**src/rtl/alu_disp_pkg.sv**
```systemverilog
// Shared types and seven-segment constants for the ALU decimal display stage.
// Segment vectors are ordered {g,f,e,d,c,b,a} and are active-low.
package alu_disp_pkg;

  typedef enum logic [1:0] {
    IDLE    = 2'd0,
    CONVERT = 2'd1,
    DONE    = 2'd2
  } state_t;

  // Bit positions of each segment within a 7-bit segment vector.
  localparam int SEG_A = 0;
  localparam int SEG_B = 1;
  localparam int SEG_C = 2;
  localparam int SEG_D = 3;
  localparam int SEG_E = 4;
  localparam int SEG_F = 5;
  localparam int SEG_G = 6;

  localparam logic [6:0] SEG_0     = 7'b1000000;
  localparam logic [6:0] SEG_1     = 7'b1111001;
  localparam logic [6:0] SEG_2     = 7'b0100100;
  localparam logic [6:0] SEG_3     = 7'b0110000;
  localparam logic [6:0] SEG_4     = 7'b0011001;
  localparam logic [6:0] SEG_5     = 7'b0010010;
  localparam logic [6:0] SEG_6     = 7'b0000010;
  localparam logic [6:0] SEG_7     = 7'b1111000;
  localparam logic [6:0] SEG_8     = 7'b0000000;
  localparam logic [6:0] SEG_9     = 7'b0010000;
  localparam logic [6:0] SEG_BLANK = 7'b1111111;

  // Double-dabble correction applied to a BCD nibble before each shift.
  function automatic logic [3:0] dd_adjust(input logic [3:0] nib);
    return (nib >= 4'd5) ? nib + 4'd3 : nib;
  endfunction

endpackage

```
**src/rtl/alu_hex_display_seg7_encode.sv**
```systemverilog
// BCD digit to active-low seven-segment pattern, with a forced-blank input.
// Codes above 9 cannot occur from the converter and render as blank.
module seg7_encode
  import alu_disp_pkg::*;
(
  input  logic [3:0] digit,
  input  logic       blank,
  output logic [6:0] seg
);

  always_comb begin
    seg = SEG_BLANK;
    if (!blank) begin
      case (digit)
        4'd0:    seg = SEG_0;
        4'd1:    seg = SEG_1;
        4'd2:    seg = SEG_2;
        4'd3:    seg = SEG_3;
        4'd4:    seg = SEG_4;
        4'd5:    seg = SEG_5;
        4'd6:    seg = SEG_6;
        4'd7:    seg = SEG_7;
        4'd8:    seg = SEG_8;
        4'd9:    seg = SEG_9;
        default: seg = SEG_BLANK;
      endcase
    end
  end

endmodule

```
**src/rtl/alu_hex_display.sv**
```systemverilog
// Converts the ALU mux result to three BCD digits by sequential double-dabble
// and drives three active-low seven-segment digits plus the decimal point.
//
// state   | meaning
// IDLE    | display stable; compare input against what is shown
// CONVERT | 8 double-dabble shift steps, cnt counts 0..7
// DONE    | load digit, decimal-point and last_value registers together
module alu_hex_display #(
  parameter int BLANK_LEADING = 1
) (
  input  logic       clk,
  input  logic       rst,
  input  logic [7:0] value,
  input  logic       mpy_dp_n,
  input  logic       div_dp_n,
  output logic [6:0] hex0,
  output logic [6:0] hex1,
  output logic [6:0] hex2,
  output logic       dp_n,
  output logic       busy
);

  import alu_disp_pkg::*;

  localparam logic [6:0] LEAD_RST = (BLANK_LEADING != 0) ? SEG_BLANK : SEG_0;

  state_t      state;
  state_t      state_nxt;
  logic [7:0]  last_value;
  logic [7:0]  cap_value;
  logic        cap_dp;
  logic [7:0]  shift;
  logic [11:0] bcd;
  logic [2:0]  cnt;

  logic        dp_in;
  logic        change;
  logic        blank2;
  logic        blank1;
  logic [6:0]  seg0;
  logic [6:0]  seg1;
  logic [6:0]  seg2;

  assign dp_in  = mpy_dp_n & div_dp_n;
  // dp_n is the displayed decimal point, so it doubles as the comparison copy.
  assign change = (value != last_value) || (dp_in != dp_n);

  always_ff @(posedge clk or posedge rst) begin
    if (rst) state <= IDLE;
    else     state <= state_nxt;
  end

  always_comb begin
    state_nxt = state;
    case (state)
      IDLE:    if (change) state_nxt = CONVERT;
      CONVERT: if (cnt == 3'd7) state_nxt = DONE;
      DONE:    state_nxt = IDLE;
      default: state_nxt = IDLE;
    endcase
  end

  always_comb begin
    busy = (state == CONVERT) || (state == DONE);
  end

  assign blank2 = (BLANK_LEADING != 0) && (bcd[11:8] == 4'd0);
  assign blank1 = blank2 && (bcd[7:4] == 4'd0);

  seg7_encode u_seg0 (.digit(bcd[3:0]),  .blank(1'b0),   .seg(seg0));
  seg7_encode u_seg1 (.digit(bcd[7:4]),  .blank(blank1), .seg(seg1));
  seg7_encode u_seg2 (.digit(bcd[11:8]), .blank(blank2), .seg(seg2));

  always_ff @(posedge clk or posedge rst) begin
    if (rst) begin
      last_value <= 8'd0;
      cap_value  <= 8'd0;
      cap_dp     <= 1'b1;
      shift      <= 8'd0;
      bcd        <= 12'd0;
      cnt        <= 3'd0;
      dp_n       <= 1'b1;
      hex0       <= SEG_0;
      hex1       <= LEAD_RST;
      hex2       <= LEAD_RST;
    end else begin
      case (state)
        IDLE: begin
          if (change) begin
            cap_value <= value;
            cap_dp    <= dp_in;
            shift     <= value;
            bcd       <= 12'd0;
            cnt       <= 3'd0;
          end
        end
        CONVERT: begin
          // The 12-bit shift drops the hundreds MSB, which is always 0 for 8-bit input.
          bcd   <= ({dd_adjust(bcd[11:8]), dd_adjust(bcd[7:4]), dd_adjust(bcd[3:0])} << 1)
                   | {11'd0, shift[7]};
          shift <= shift << 1;
          cnt   <= cnt + 3'd1;
        end
        DONE: begin
          hex0       <= seg0;
          hex1       <= seg1;
          hex2       <= seg2;
          dp_n       <= cap_dp;
          last_value <= cap_value;
        end
        default: ;
      endcase
    end
  end

endmodule

```
**config.mk**
```make
export PLATFORM = sky130hd
export DESIGN_NAME = alu_hex_display
export DESIGN_NICKNAME = d
export VERILOG_FILES = /design/src/rtl/alu_disp_pkg.sv /design/src/rtl/alu_hex_display_seg7_encode.sv /design/src/rtl/alu_hex_display.sv
export SDC_FILE = /design/constraint.sdc
export NUM_CORES = 1
export LEC_CHECK = 0
export ABC_AREA = 0
export BUFFER_PORTS_ARGS = -buffer_cell sky130_fd_sc_hd__buf_2
export CAP_MARGIN = 30
export CORE_ASPECT_RATIO = 1.75
export CORE_MARGIN = 4
export CORE_UTILIZATION = 35
export CTS_CLUSTER_DIAMETER = 60
export CTS_CLUSTER_SIZE = 14
export DETAILED_ROUTE_END_ITERATION = 8
export GPL_ROUTABILITY_DRIVEN = 0
export SLEW_MARGIN = 20
export SYNTH_ARGS = -nofsm -noshare
export SYNTH_HDL_FRONTEND = slang
export SYNTH_SLANG_ARGS = --single-unit
```
**constraint.sdc**
```tcl
create_clock -name clk -period 6.7 [get_ports clk]
set_input_delay 1.675 -clock clk [delete_from_list [all_inputs] [get_ports clk]]
set_output_delay 1.675 -clock clk [all_outputs]
set_load 0.005 [all_outputs]
```
Yosys cells after proc, flatten, opt, wreduce, memory -nomap -nowiden
Memory sizes are Yosys's and may differ from the RTL's. A register that Yosys moved wholly into a read port is not among the register bits.
Index checks and enable logic that the tools add are counted.
W data, S select, Z words.
- register bits: 57
- memories: 3
- output and inout port bits: 23
- logic and storage cells: 53
- input bits: 12
- memory bits (read-only): 336
- memory list (name ; depth ; width ; rd ports ; clocked after memory_dff ; wr ports ; RTL line ; source):
    (name not given) ; 16 ; 7 ; 1 ; 1 ; 0 ; alu_hex_display_seg7_encode.sv:14 ; case (digit)
    (name not given) ; 16 ; 7 ; 1 ; 0 ; 0 ; alu_hex_display_seg7_encode.sv:14 ;
    (name not given) ; 16 ; 7 ; 1 ; 0 ; 0 ; alu_hex_display_seg7_encode.sv:14 ;
- $add $sub $neg: 4
- equality and inequality tests: 7
- bitwise logic cells: 2
- muxes and demuxes: 14
- $lt $le $gt $ge: 3
- reduce and logical (&&, ||, !) cells: 10
- operators by type and width (cell ; count):
    $pmux W12 S2 ; 1
    $pmux W8 S2 ; 1
    $mux W7 ; 2
    $ge A4 B3 Y1 const B ; 3
    $mux W12 ; 1
    $or A12 B1 Y12 ; 1
    $add A4 B2 Y4 const B ; 2
    $logic_not A4 Y1 ; 2
    $mux W4 ; 2
    $mux W8 ; 1
    $ne A8 B8 Y1 ; 1
    $mux W3 ; 2
    $pmux W3 S2 ; 1
    $reduce_and A2 Y1 ; 3
    $mux W2 ; 2
    $ne A2 B2 Y1 const B ; 2
    $pmux W2 S2 ; 1
    $add A3 B1 Y3 const B ; 1
    $add A3 B2 Y3 const B ; 1
    $eq A3 B3 Y1 const B ; 1
    $eq A2 B1 Y1 const B ; 1
    $eq A2 B2 Y1 const B ; 1
    $logic_not A2 Y1 ; 1
    $logic_or A1 B1 Y1 ; 2
    4 further kinds ; 4

Depth between registers and ports, before layout
- depth after elaboration: 5
- depth in mapped cells: 7

Modules after synthesis
From an unflattened synthesis, not the netlist that was laid out.
- cells, all modules: 367
- area, all modules: 3796.1 µm²
- by module, submodules not included (module ; area each (µm²) ; instances ; cells each):
    alu_hex_display ; 3072.9 ; 1 ; 266
    seg7_encode at u_seg0 ... ; 235.2 ; 2 ; 33
    seg7_encode at u_seg2 ; 252.7 ; 1 ; 35

Worst setup path after synthesis
No wires, ideal clock.
- kind: input to register
- start point: input value[1]
- end point: register shift[1]
- stages on the path: 6
- setup time: 0.137 ns
- buffers on the path: 1
- arrival: 2.780 ns
- slack: 3.783 ns
- required time: 6.563 ns
- cell sequence: xnor2_1 > nand4_2 > or3_1 > buf_2 > o22ai_1 > a21oi_1
- word-level cells in the longest chain between the ends: 4
- elaborated cells between the ends (all ways): 6
- those cells by class: eq/ne: 2; mux: 2; reduce/logical: 2
- RTL lines (item ; RTL line ; source):
    from (decl) ; alu_hex_display.sv:13 ; input logic [7:0] value,
    $ne A8 B8 Y1 ; alu_hex_display.sv:46 ; assign change = (value != last_value) || (dp_in != dp_n);
    $logic_or A1 B1 Y1 ; alu_hex_display.sv:46 ;
    $ne A2 B2 Y1 (no line) ; n/a ;
    $reduce_and A2 Y1 (no line) ; n/a ;
    to (signal assigned) ; alu_hex_display.sv:92 ; shift <= value;
    to (signal assigned) ; alu_hex_display.sv:101 ; shift <= shift << 1;
    to (decl) ; alu_hex_display.sv:32 ; logic [7:0] shift;
Parallel ways exist; a longest one is shown, timed or not. The select of a mux whose other input is x is not followed.
A chain may end at the register's enable or synchronous reset.

Worst setup path in the final report
- start point: input value[1]
- end point: register cap_value[2]
- word-level cells in the longest chain between the ends: 3
- RTL lines (item ; RTL line ; source):
    $ne A8 B8 Y1 ; alu_hex_display.sv:46 ;
    $logic_or A1 B1 Y1 ; alu_hex_display.sv:46 ;
    $reduce_and A2 Y1 (no line) ; n/a ;
    to (signal assigned) ; alu_hex_display.sv:90 ; cap_value <= value;
    to (decl) ; alu_hex_display.sv:30 ; logic [7:0] cap_value;
No other way between the ends.

==> metrics.md <==
| Metric | Value |
|---|---|
| Unrepaired setup endpoints after global routing | false |
| Post-DP HPWL | about 4900 um |
| Period minus WS final | between 3 and 4 ns |
| Crit Path Max Fanout | 18 |
| Synth Area in Adders | ~7.5% |
| EDFF count, synth | 0 |
| CTS H-tree lvls | 3 |
| Net Count, Synth | between 300 and 400 |
| Xor/xnor share of the synthesized area | 3.40% |
| First-pass GRT wire length | approximately 12,000 um |
| Post-DRT Antenna Nets | 0 |
| Clk Latency, worst-skew pair | roughly 0.33 ns |
| Largest family of logic cells by synthesized area | compound AO/OA/AOI/OAI gates |
| Slew headroom | roughly 46% |
| Status | finished, final reports clean |
| Syn avg cell area | roughly 10 um^2 |
| CP Class | primary input to register |
| Drt first pass iters | 4 |
| Post-synthesis mux area share | between 6 and 7% |
| ANT cells | 0 |
| WP buf/inv | 1 |
| Tot GR Track Use | between 10% and 20% |
| Critical path's slowest cell | o31ai_4 |
| Area fraction in compound gates after synthesis | between 20 and 25% |
| Synth-to-Final Area Change | 17.4% |
| Vias | about 2.5k |
| Final Worst Setup Slack | ~3.5 ns |
| WL per Instance | between 10 and 15 um |
| Initial antenna violation count | 0 |
| DRT Wirelength | roughly 6900 um |
| Via/cell ratio | 5.11 |
| Element type at the critical path end | register |
| Place WS | 3.18 ns |
| Worst r2r path cells | 6 |
| Final hold vios | 0 |
| Startpoint Class | primary input |
| Post-Syn Area | roughly 3300 um^2 |
| Skew final | slightly below 0.007 ns |
| Worst-path cell chain | buf_2 > xnor2_1 > nand4_2 > o31ai_4 > mux2_2 |
| Setup-failing EPs final | 0 |
| Cell count after synthesis | ~330 |
| Post-cts gate resize count | 0 |
| Most frequent cells in the layout | dfrtp_1, a21oi_1, buf_2, nor2_1, o21ai_0 |
| Fin. max-slew vios | 0 |
| Netlist cell types | 37 |
| DRC Markers | 0 |
| Worst-Margin Slew | just over 0.8 ns |
| Root buf cell | clkbuf_16 |
| Placement Rows | 47 |
| Worst EP required | roughly 7 ns |
| Arr. time, crit path | 3.37 ns |
| Number of buffers created by CTS | 9 |
| Initial core utilization | 35.5% |
| GRT overflow | 0 |
| Main synth FF type | dfrtp_1 |
| Fin util | approximately two fifths |
| PwrDens | 528 nW/um^2 |
| Worst path depth | 5 |
| Number of max-cap violations | 0 |
| HP Class | register to register |
| Buffers on Ports | 34 |
| Post-synthesis sequential area ratio | a little under 50% |
| CTS tree | yes |
| Most common cell after layout, fill and taps aside | dfrtp_1 |
| Die span in y | ~140 um |
| Critical path's top delay family | compound AO/OA/AOI/OAI gates |
| Vias in the first global route | 2,429 |
| IO Count | 35 |
| Largest net degree at the start of global routing | between 60 and 70 |
| Max Freq | 316 MHz |
| Worst-path clk slew | around 0.050 ns |
| Post-CTS Setup Inserts | 0 |
| Max incr delay on CP | 0.70 ns |
| Synth warn | 0 |
| Core Area | about 9400 um^2 |
| Worst ir drop on vdd | 0.000275 V |
| Bufs on Longest Clock Path | 2 |
| Asr flop ratio synth | 100% |
| 1st-iter DRT viols | around 190 |
| Nets | between 300 and 400 |
| Simple-Gate Fraction of Synth Area | about 8.7% |
| CTS Hold Bufs | 0 |
| Hold Path Cell Cnt | 2 |
| Leakage power total | approximately 1.7 nW |
| Flops & latches, synth | 64 |
| Die area | 11,200 um^2 |
| Clk sinks | 64 |
| Die width | 81.9 um |
| Share of layout cells above drive strength 1 | a little over a quarter |
| Setup TNS | 0 ns |
| Final worst-path cycle share | between 40% and 50% |
[Yosys cell counts (all sizes together), types with 3 or more instances]
cell	instances	area share (%)
nor2	28	3.1
ha	20	7.5
nand2	14	1.6
inv	19	2.1
xnor2	11	2.9
a22o	9	2.4
clkbuf	14	1.6
buf	4	0.97
nand2b	3	0.56
o31ai	4	1.3
dfrtp	47	35
o2bb2ai	5	1.3
dfstp	17	13
a21oi	35	5.2
o22a	4	1.0
nor3	5	0.75
o21ai	23	3.6
a31oi	3	0.56
mux2	20	6.7
nand3	3	0.45
o22ai	17	3.2
[worst register-to-register path, stage by stage, from the launching register on]
cell and delay [ns]:
dfrtp_1 0.39, inv_1 0.10, ha_1 0.52, nand3_1 0.22, or3_1 0.53, o21ai_2 0.32
mux2_2 0.26
[area by class of cell]
class                   instances  area (um^2)
well taps                     122          153
clock buffers                  11          243
fillers                       966         5480
repair buffers                 37          193
flip-flops and latches         64         1620
multi-input cells             224         1570
inverters                      19         71.3
clock inverters                 5         80.1
[worst paths after layout]
check | start | end | slack [ns]
worst max-delay path | value[1] | cap_value[2]$_DFFE_PP0P_ | 3.54
worst min register to register | hex2[5]$_DFFE_PP1N_ | hex2[5]$_DFFE_PP1N_ | 0.47
max in group asynchronous | rst | hex0[4]$_DFFE_PP0N_ | 4.58
worst min-delay path | hex2[5]$_DFFE_PP1N_ | hex2[5]$_DFFE_PP1N_ | 0.47
worst max register to register | state[1]$_DFFE_PP0P_ | cnt[0]$_DFFE_PP0P_ | 4.29
min in group asynchronous | rst | cnt[1]$_DFFE_PP0P_ | 1.59
[metrics by stage]
step | hold WS [ns] | total power, mW | cells | area (um^2)
6_report | 0.473 | 2.08 | 482 | 3930
2_1_floorplan | 0.455 | 1.37 | 325 | 3340
3_3_place_gp | 0.465 | 1.57 | 466 | 3600
4_1_cts | 0.478 | 2.11 | 482 | 3930
3_5_place_dp | 0.470 | 1.59 | 466 | 3600
5_1_grt | 0.496 | 2.25 | 482 | 3930
[routing by layer]
metal / vias up / global-route usage [%] / routed length [um]
li1: 1231 / - / -
met5: - / 0 / 0
met4: 0 / 6.10 / 144
met1: 1183 / 15.7 / 2840
met2: 38 / 23.8 / 3690
met3: 13 / 3.21 / 226
[kinds of logic (layout without fill, tap and decap cells)]
kind of cell / count (synthesis) / in the layout
AOI/OAI and AO/OA: 108 / 108
DFF: 64 / 64
and+or+nand+nor: 63 / 63
buffers and inverters: 37 / 72
adders and majority gates: 20 / 20
muxes: 20 / 20
xor gates and xnor gates: 13 / 13
[state kept, by name (all words and copies together) (netlist names)]
| register | cells |
|---|---|
| hex1 | 7 |
| bcd | 12 |
| cap_value | 8 |
| cap_dp | 1 |
| state | 2 |
| shift | 8 |
| hex2 | 7 |
| cnt | 3 |
| dp_n | 1 |
| last_value | 8 |
| hex0 | 7 |
[report_power, final]
| group | total (mW) | internal, mW | switching, mW |
|---|---|---|---|
| clock | 0.500 | 0.335 | 0.165 |
| sequential | 0.759 | 0.600 | 0.160 |
| combinational | 0.816 | 0.385 | 0.431 |
No activity file was read; power rests on OpenSTA's default activity.
